[config.mk]
export PLATFORM = sky130hd
export DESIGN_NAME = cpu_control_sequencer_flat
export DESIGN_NICKNAME = d
export VERILOG_FILES = /design/src/rtl/cpu_ctrl_pkg.sv /design/src/rtl/cpu_control_sequencer_if.sv /design/src/rtl/cpu_ctrl_decode.sv /design/src/rtl/cpu_control_sequencer.sv /design/src/flat_wrapper.sv
export SDC_FILE = /design/constraint.sdc
export NUM_CORES = 1
export LEC_CHECK = 0
export ABC_CLOCK_PERIOD_IN_PS = 1780
export CELL_PAD_IN_SITES_DETAIL_PLACEMENT = 1
export CELL_PAD_IN_SITES_GLOBAL_PLACEMENT = 2
export CORE_ASPECT_RATIO = 1.25
export CORE_MARGIN = 2
export CORE_UTILIZATION = 19
export CTS_CLUSTER_DIAMETER = 60
export DETAILED_ROUTE_END_ITERATION = 10
export HOLD_SLACK_MARGIN = 0.08
export PLACE_DENSITY_LB_ADDON = 0.1
export SYNTH_ARGS = -nofsm -noshare
export SYNTH_HDL_FRONTEND = slang
export SYNTH_SLANG_ARGS = --single-unit
export TNS_END_PERCENT = 30
[constraint.sdc]
create_clock -name CLK -period 1.78 [get_ports CLK]
set_clock_uncertainty 0.1 [all_clocks]
set_input_delay 0.178 -clock CLK [delete_from_list [all_inputs] [get_ports CLK]]
set_output_delay 0.178 -clock CLK [all_outputs]
set_load 0.03 [all_outputs]
[src/rtl/cpu_ctrl_pkg.sv]
// Shared constants for the CPU control sequencer: opcodes, control-word bit
// indices, the inactive control word, microstep values and the per-opcode
// last active step.
package cpu_ctrl_pkg;

  localparam int unsigned OP_W   = 4;
  localparam int unsigned STEP_W = 3;
  localparam int unsigned CW_W   = 16;

  typedef logic [CW_W-1:0] ctrl_word_t;

  // Opcodes; 9..D are unassigned and decode as NOP
  localparam logic [OP_W-1:0] OP_NOP = 4'h0;
  localparam logic [OP_W-1:0] OP_LDA = 4'h1;
  localparam logic [OP_W-1:0] OP_ADD = 4'h2;
  localparam logic [OP_W-1:0] OP_SUB = 4'h3;
  localparam logic [OP_W-1:0] OP_STA = 4'h4;
  localparam logic [OP_W-1:0] OP_LDI = 4'h5;
  localparam logic [OP_W-1:0] OP_JMP = 4'h6;
  localparam logic [OP_W-1:0] OP_JC  = 4'h7;
  localparam logic [OP_W-1:0] OP_JZ  = 4'h8;
  localparam logic [OP_W-1:0] OP_OUT = 4'hE;
  localparam logic [OP_W-1:0] OP_HLT = 4'hF;

  // Control-word bit positions
  localparam int unsigned CW_HLT  = 0;
  localparam int unsigned CW_MI   = 1;
  localparam int unsigned CW_RI   = 2;
  localparam int unsigned CW_RO   = 3;
  localparam int unsigned CW_II   = 4;
  localparam int unsigned CW_IO   = 5;
  localparam int unsigned CW_AI   = 6;
  localparam int unsigned CW_AO   = 7;
  localparam int unsigned CW_BI   = 8;
  localparam int unsigned CW_SU   = 9;
  localparam int unsigned CW_EO_N = 10;
  localparam int unsigned CW_FI_N = 11;
  localparam int unsigned CW_OI   = 12;
  localparam int unsigned CW_CE   = 13;
  localparam int unsigned CW_CO   = 14;
  localparam int unsigned CW_J    = 15;

  // Everything idle: active-high lines low, the two active-low lines high
  localparam ctrl_word_t CW_INACTIVE = ctrl_word_t'((1 << CW_EO_N) | (1 << CW_FI_N));

  // Microsteps
  localparam logic [STEP_W-1:0] T0 = 3'd0;
  localparam logic [STEP_W-1:0] T1 = 3'd1;
  localparam logic [STEP_W-1:0] T2 = 3'd2;
  localparam logic [STEP_W-1:0] T3 = 3'd3;
  localparam logic [STEP_W-1:0] T4 = 3'd4;

  // Final step that asserts anything for a given opcode
  function automatic logic [STEP_W-1:0] last_step(input logic [OP_W-1:0] op);
    case (op)
      OP_LDA, OP_STA:                        return T3;
      OP_ADD, OP_SUB:                        return T4;
      OP_LDI, OP_JMP, OP_JC, OP_JZ,
      OP_OUT, OP_HLT:                        return T2;
      default:                               return T1;
    endcase
  endfunction

endpackage

[src/rtl/cpu_control_sequencer_if.sv]
// Sequencer <-> datapath bundle: instruction/flag inputs, every control line
// and the debug step count.
//   master : sequencer side (drives control lines, reads OPCODE/CF/ZF)
//   slave  : datapath side
interface cpu_control_sequencer_if #(
  parameter int unsigned STEP_W = 3
);
  logic [3:0]        OPCODE;
  logic              CF;
  logic              ZF;
  logic              HLT;
  logic              MI;
  logic              RI;
  logic              RO;
  logic              II;
  logic              IO;
  logic              AI;
  logic              AO;
  logic              BI;
  logic              SU;
  logic              EO_n;
  logic              FI_n;
  logic              OI;
  logic              CE;
  logic              CO;
  logic              J;
  logic [STEP_W-1:0] STEP;

  modport master (
    input  OPCODE, CF, ZF,
    output HLT, MI, RI, RO, II, IO, AI, AO, BI, SU, EO_n, FI_n, OI, CE, CO, J, STEP
  );

  modport slave (
    output OPCODE, CF, ZF,
    input  HLT, MI, RI, RO, II, IO, AI, AO, BI, SU, EO_n, FI_n, OI, CE, CO, J, STEP
  );

endinterface

[src/rtl/cpu_ctrl_decode.sv]
// Combinational microcode decode: (opcode, step, flags, halted) -> control
// word plus a flag marking the opcode's last active step.
//   opcode, step, cf, zf, halted : decode inputs
//   cw                           : control word (bit layout from cpu_ctrl_pkg)
//   last                         : step is the opcode's last active step
module cpu_ctrl_decode
  import cpu_ctrl_pkg::*;
#(
  parameter int unsigned STEP_W = 3
) (
  input  logic [OP_W-1:0]   opcode,
  input  logic [STEP_W-1:0] step,
  input  logic              cf,
  input  logic              zf,
  input  logic              halted,
  output ctrl_word_t        cw,
  output logic              last
);

  // Microcode table
  always_comb begin
    cw = CW_INACTIVE;
    if (halted) begin
      cw[CW_HLT] = 1'b1;
    end else begin
      case (step)
        STEP_W'(T0): begin
          cw[CW_CO] = 1'b1;
          cw[CW_MI] = 1'b1;
        end
        STEP_W'(T1): begin
          cw[CW_RO] = 1'b1;
          cw[CW_II] = 1'b1;
          cw[CW_CE] = 1'b1;
        end
        STEP_W'(T2): begin
          case (opcode)
            OP_LDA, OP_ADD, OP_SUB, OP_STA: begin
              cw[CW_IO] = 1'b1;
              cw[CW_MI] = 1'b1;
            end
            OP_LDI: begin
              cw[CW_IO] = 1'b1;
              cw[CW_AI] = 1'b1;
            end
            OP_JMP: begin
              cw[CW_IO] = 1'b1;
              cw[CW_J]  = 1'b1;
            end
            // Conditional jumps: a not-taken branch is an empty step
            OP_JC: begin
              cw[CW_IO] = cf;
              cw[CW_J]  = cf;
            end
            OP_JZ: begin
              cw[CW_IO] = zf;
              cw[CW_J]  = zf;
            end
            OP_OUT: begin
              cw[CW_AO] = 1'b1;
              cw[CW_OI] = 1'b1;
            end
            OP_HLT: cw[CW_HLT] = 1'b1;
            default: ;
          endcase
        end
        STEP_W'(T3): begin
          case (opcode)
            OP_LDA: begin
              cw[CW_RO] = 1'b1;
              cw[CW_AI] = 1'b1;
            end
            OP_ADD, OP_SUB: begin
              cw[CW_RO] = 1'b1;
              cw[CW_BI] = 1'b1;
            end
            OP_STA: begin
              cw[CW_AO] = 1'b1;
              cw[CW_RI] = 1'b1;
            end
            default: ;
          endcase
        end
        STEP_W'(T4): begin
          // SU held for the whole step so sum and latched flags agree
          if (opcode == OP_ADD || opcode == OP_SUB) begin
            cw[CW_EO_N] = 1'b0;
            cw[CW_FI_N] = 1'b0;
            cw[CW_AI]   = 1'b1;
            cw[CW_SU]   = (opcode == OP_SUB);
          end
        end
        default: ;
      endcase
    end
  end

  assign last = (step == STEP_W'(last_step(opcode)));

endmodule

[src/rtl/cpu_control_sequencer.sv]
// Microstep sequencer for the 8-bit CPU: step counter, halt latch, reset
// gating and unpacking of the decoded control word onto the datapath bus.
//   CLK   : rising-edge clock
//   CLR_n : asynchronous active-low reset; forces all control lines inactive
//   bus   : OPCODE/CF/ZF in, all control lines and STEP out
module cpu_control_sequencer
  import cpu_ctrl_pkg::*;
#(
  parameter int unsigned STEP_W    = 3,
  parameter bit          EARLY_END = 1'b1
) (
  input  logic                   CLK,
  input  logic                   CLR_n,
  cpu_control_sequencer_if.master bus
);

  logic [STEP_W-1:0] step_q;
  logic [STEP_W-1:0] step_nxt;
  logic              halted_q;
  logic              halted_nxt;
  ctrl_word_t        cw_dec;
  ctrl_word_t        cw;
  logic              last;

  cpu_ctrl_decode #(.STEP_W(STEP_W)) u_decode (
    .opcode (bus.OPCODE),
    .step   (step_q),
    .cf     (bus.CF),
    .zf     (bus.ZF),
    .halted (halted_q),
    .cw     (cw_dec),
    .last   (last)
  );

  // State register
  always_ff @(posedge CLK or negedge CLR_n) begin
    if (!CLR_n) begin
      step_q   <= '0;
      halted_q <= 1'b0;
    end else begin
      step_q   <= step_nxt;
      halted_q <= halted_nxt;
    end
  end

  // Next step: HLT freezes at T2, otherwise wrap early or after T4
  always_comb begin
    step_nxt   = step_q;
    halted_nxt = halted_q;
    if (!halted_q) begin
      if (step_q == STEP_W'(T2) && bus.OPCODE == OP_HLT) begin
        halted_nxt = 1'b1;
      end else if ((EARLY_END && last) || step_q == STEP_W'(T4)) begin
        step_nxt = '0;
      end else begin
        step_nxt = step_q + STEP_W'(1);
      end
    end
  end

  // Outputs: decoded word, forced idle while reset is held
  always_comb begin
    cw = CW_INACTIVE;
    if (CLR_n) begin
      cw = cw_dec;
    end
    bus.HLT  = cw[CW_HLT];
    bus.MI   = cw[CW_MI];
    bus.RI   = cw[CW_RI];
    bus.RO   = cw[CW_RO];
    bus.II   = cw[CW_II];
    bus.IO   = cw[CW_IO];
    bus.AI   = cw[CW_AI];
    bus.AO   = cw[CW_AO];
    bus.BI   = cw[CW_BI];
    bus.SU   = cw[CW_SU];
    bus.EO_n = cw[CW_EO_N];
    bus.FI_n = cw[CW_FI_N];
    bus.OI   = cw[CW_OI];
    bus.CE   = cw[CW_CE];
    bus.CO   = cw[CW_CO];
    bus.J    = cw[CW_J];
    bus.STEP = step_q;
  end

endmodule

[src/flat_wrapper.sv]
// flat-port wrapper written by rule: the top's interface ports become plain ports
module cpu_control_sequencer_flat import cpu_ctrl_pkg::*;
#(
  parameter int unsigned STEP_W    = 3,
  parameter bit          EARLY_END = 1'b1
)
  (CLK, CLR_n, bus_OPCODE, bus_CF, bus_ZF, bus_HLT, bus_MI, bus_RI, bus_RO, bus_II, bus_IO, bus_AI, bus_AO, bus_BI, bus_SU, bus_EO_n, bus_FI_n, bus_OI, bus_CE, bus_CO, bus_J, bus_STEP);
  cpu_control_sequencer_if #(.STEP_W(STEP_W)) bus_i ();
  input  logic CLK;
  input  logic CLR_n;
  input wire logic [$bits(bus_i.OPCODE)-1:0] bus_OPCODE;
  input wire logic [$bits(bus_i.CF)-1:0] bus_CF;
  input wire logic [$bits(bus_i.ZF)-1:0] bus_ZF;
  output wire logic [$bits(bus_i.HLT)-1:0] bus_HLT;
  output wire logic [$bits(bus_i.MI)-1:0] bus_MI;
  output wire logic [$bits(bus_i.RI)-1:0] bus_RI;
  output wire logic [$bits(bus_i.RO)-1:0] bus_RO;
  output wire logic [$bits(bus_i.II)-1:0] bus_II;
  output wire logic [$bits(bus_i.IO)-1:0] bus_IO;
  output wire logic [$bits(bus_i.AI)-1:0] bus_AI;
  output wire logic [$bits(bus_i.AO)-1:0] bus_AO;
  output wire logic [$bits(bus_i.BI)-1:0] bus_BI;
  output wire logic [$bits(bus_i.SU)-1:0] bus_SU;
  output wire logic [$bits(bus_i.EO_n)-1:0] bus_EO_n;
  output wire logic [$bits(bus_i.FI_n)-1:0] bus_FI_n;
  output wire logic [$bits(bus_i.OI)-1:0] bus_OI;
  output wire logic [$bits(bus_i.CE)-1:0] bus_CE;
  output wire logic [$bits(bus_i.CO)-1:0] bus_CO;
  output wire logic [$bits(bus_i.J)-1:0] bus_J;
  output wire logic [$bits(bus_i.STEP)-1:0] bus_STEP;
  assign bus_i.OPCODE = bus_OPCODE;
  assign bus_i.CF = bus_CF;
  assign bus_i.ZF = bus_ZF;
  assign bus_HLT = bus_i.HLT;
  assign bus_MI = bus_i.MI;
  assign bus_RI = bus_i.RI;
  assign bus_RO = bus_i.RO;
  assign bus_II = bus_i.II;
  assign bus_IO = bus_i.IO;
  assign bus_AI = bus_i.AI;
  assign bus_AO = bus_i.AO;
  assign bus_BI = bus_i.BI;
  assign bus_SU = bus_i.SU;
  assign bus_EO_n = bus_i.EO_n;
  assign bus_FI_n = bus_i.FI_n;
  assign bus_OI = bus_i.OI;
  assign bus_CE = bus_i.CE;
  assign bus_CO = bus_i.CO;
  assign bus_J = bus_i.J;
  assign bus_STEP = bus_i.STEP;
  cpu_control_sequencer #(.STEP_W(STEP_W), .EARLY_END(EARLY_END)) u_core (.CLK(CLK), .CLR_n(CLR_n), .bus(bus_i));
endmodule
==> impl_metrics.json <==
{
  "status": "finished with violations",
  "violations": "negative setup slack",
  "die_h_um": 69.05,
  "numPortBuffers": 26,
  "synth_cell_type_count": 38,
  "grt_max_degree": 9,
  "yosys.area.top_type": "dfrtp_1",
  "leakagePower_nw": 0.7354,
  "h-tree-depth": 1,
  "drive_above_1_share": 0.6316,
  "comb_power_share": 0.788,
  "fmax_mhz": 511.1,
  "cts_tree": "built",
  "synth.top_cells.by_area": "dfrtp_1, ha_1, nand2_1",
  "path_class": "reg2out",
  "n_fill_cell": 368,
  "ant_nets": 0,
  "muxShareOfSynthArea": 0.01556,
  "net-switching-power_mw": 0.7839,
  "synth-simple-area-share": 0.4241,
  "dieArea_mm2": 0.003869,
  "worst_skew_pair.late_latency_ns": 0.22,
  "post_drt_wl_per_cell_um": 14.21,
  "critPathMaxStageDelay_ns": 0.43,
  "finalInstanceArea_mm2": 0.001539,
  "slowest_stage": "dfrtp_2",
  "synth_compound_area_frac": 0.1926,
  "via_count": 894,
  "synth_edf_count": 0,
  "post-route-period-util": 1.099,
  "p_int_mw": 1.027,
  "synth_top_family_by_area": "simple AND/OR/NAND/NOR gates",
  "place_ws_ns": -0.3310,
  "clk_path_buf_depth": 2,
  "crit_required_ns": 1.50,
  "p_per_area_mw_per_mm2": 1176,
  "arrival_ns": 1.68,
  "synthFlopType": "dfrtp_1",
  "yosysWarnings": 0,
  "clockPowerShare": 0.103,
  "switching_share": 0.4330,
  "hold_path.class": "in2async",
  "syn-cell-area_um2": 643.1,
  "seq_area_frac_synth": 0.1556,
  "period_minus_slack_ns": 1.957,
  "placementRows": 23,
  "n_antenna_cell": 0,
  "syn_inst": 92,
  "crit_path_cell_trace": "inv_4, ha_4, nor2b_4, mux2i_1, nor3b_2, a21oi_4, nor3_4, buf_6",
  "startpoint_type": "flop",
  "syn_nets": 105,
  "ir_drop_v": 0.0008385,
  "drtPass1Iterations": 4,
  "utilization": 0.4775,
  "drt_iter0_markers": 16,
  "grt_pass1_wl_um": 4505,
  "gr-total-overflow": 0,
  "setup_viol": 13,
  "placed_area_mm2": 0.001206,
  "clock-root-buffer": "clkbuf_8",
  "grt_pass1_vias": 993,
  "clock-sinks": 4,
  "gp_congestion": 0.7775,
  "synth.top_cell.area_share": 0.1556,
  "met3_length_um": 76,
  "wl_um": 2686,
  "fp.dieW_um": 56.04,
  "drc": 0,
  "nNetsFinal": 167,
  "core_area_mm2": 0.003223,
  "maxCapViolCount": 0,
  "multiInputGateArea_um2": 723.2,
  "drv_slew": 0,
  "ys_seq_elements": 4,
  "num_io_pins": 27,
  "yosysMostFrequentCell": "nand2_1",
  "antenna_found_initial": 0,
  "via_per_inst": 4.730,
  "relSlewSlack": 0.7757,
  "dpl.hpwl_um": 2144,
  "synthXorXnorAreaFrac": 0.02724,
  "synth_adder_area_share": 0.09728,
  "synthArstFlopShare": 1.000,
  "clkTransAtPathRegs_ns": 0.03,
  "synth_top_cells_by_count": "nand2_1, nor2_1, ha_1, inv_1, nor3_1",
  "regArea_um2": 102.6,
  "cts_made_buffers": 3,
  "grt_use_total": 0.1435,
  "syn_area_per_cell_um2": 6.990,
  "worst_pin_slew_ns": 0.3345,
  "timing.final.ws_setup_ns": -0.1767,
  "power.share.sequential": 0.108,
  "cp_max_fo": 3,
  "worstSetupEndpointType": "output port",
  "hold_violations": 0,
  "drt-met1-wl_um": 1012,
  "top_layer_used": "met4",
  "syn2layout_area_growth_pct": 139.3,
  "start_util": 0.1995,
  "rsz0062_at_grt": "yes",
  "met2_length_um": 1537
}
==> state kept, by name, indices dropped and copies added (netlist names) <==
signal / count
u_core.halted_q: 1
u_core.bus.STEP: 3
==> worst max-delay path, delay by kind of cell, from the launching register on <==
kind / cells / cell delay, ns
compound gates: 1 / 0.06
fa+ha+maj: 1 / 0.12
flops: 1 / 0.43
buf+inv: 2 / 0.22
simple gates: 3 / 0.53
mux: 1 / 0.10
==> metal layers <==
layer	global-route usage	up-vias
met1	0.1463	425
met4	0.06085	0
met5	0	-
li1	-	449
met3	0.01313	4
met2	0.2850	16
==> cell usage in the layout, fill, tap and decap left out, types with 2 or more instances in the layout <==
cell and instances:
nor2_1 5, clkdlybuf4s50_1 3, nor2_4 2, buf_6 18, clkbuf_8 3, and3_4 2
nand3_1 2, buf_12 2, dlygate4sd2_1 3, nand2_1 11, a21oi_2 2, ha_2 2
and2_4 3, buf_4 34, dlymetal6s2s_1 4, nor2b_4 2, o21ai_0 3, ha_4 3
o41ai_2 3, and3_1 2, nor3_4 4, dfrtp_1 2, inv_1 4, nor2b_1 2
nand2_4 2, dfrtp_2 2
==> path summary, 6_finish.rpt <==
| check | start | endpoint | slack, ns | cells after the start |
|---|---|---|---|---|
| worst min register to register | u_core.halted_q | u_core.bus.STEP[2] | 0.48 | 2 |
| worst max-delay path | u_core.bus.STEP[0] | bus_AI | -0.18 | 8 |
| max in group asynchronous | CLR_n | u_core.bus.STEP[0] | 1.29 | 2 |
| worst min-delay path | CLR_n | u_core.bus.STEP[2] | 0.17 | 2 |
| worst max register to register | u_core.bus.STEP[1] | u_core.bus.STEP[2] | -0.09 | 9 |
| min in group CLK | u_core.halted_q | u_core.bus.STEP[2] | 0.48 | 2 |
==> power groups by stage <==
stage                     logic (mW)  clock network [mW]  registers (mW)
final                           1.43               0.187           0.196
after global placement          1.06                   0           0.203
after global routing            1.54               0.200           0.203
after CTS                       1.24               0.192           0.199
after floorplan                0.483                   0           0.280
after detailed placement        1.08                   0           0.204
==> layout make-up <==
type | count | share of cell area
clock buffer | 3 | 0.02683
timing repair buffer | 64 | 0.3927
sequential | 4 | 0.06667
tap | 37 | 0.03008
inverter | 5 | 0.01382
multi-input combinational | 76 | 0.4699
==> cell families (layout without fill, tap and decap cells) <==
| family | Yosys count | count (layout) |
|---|---|---|
| AOI/OAI and AO/OA | 17 | 17 |
| xor gates and xnor gates | 2 | 2 |
| adders and majority gates | 5 | 5 |
| buffers and inverters | 12 | 72 |
| DFF | 4 | 4 |
| muxes | 1 | 1 |
| and+or+nand+nor | 51 | 51 |
==> what timing repair did <==
action	in CTS	in global routing
gates resized for setup	35	27
hold buffers	0	0
pin swaps	8	7
buffers inserted	4	2
gates cloned	0	0
setup endpoints to repair	17	21
==> metrics by stage <==
| step | TNS [ns] | instances | power, mW | hold slack, ns |
|---|---|---|---|---|
| 3_3_place_gp | -2.267 | 180 | 1.261 | 0.3688 |
| 4_1_cts | -1.188 | 187 | 1.632 | 0.1545 |
| 6_report | -1.017 | 189 | 1.810 | 0.1738 |
| 5_1_grt | -2.019 | 189 | 1.945 | 0.1748 |
| 3_5_place_dp | -2.451 | 180 | 1.282 | 0.3824 |
| 2_1_floorplan | -0.5083 | 92 | 0.7631 | -0.2176 |
(Power assumes the default switching activity.)
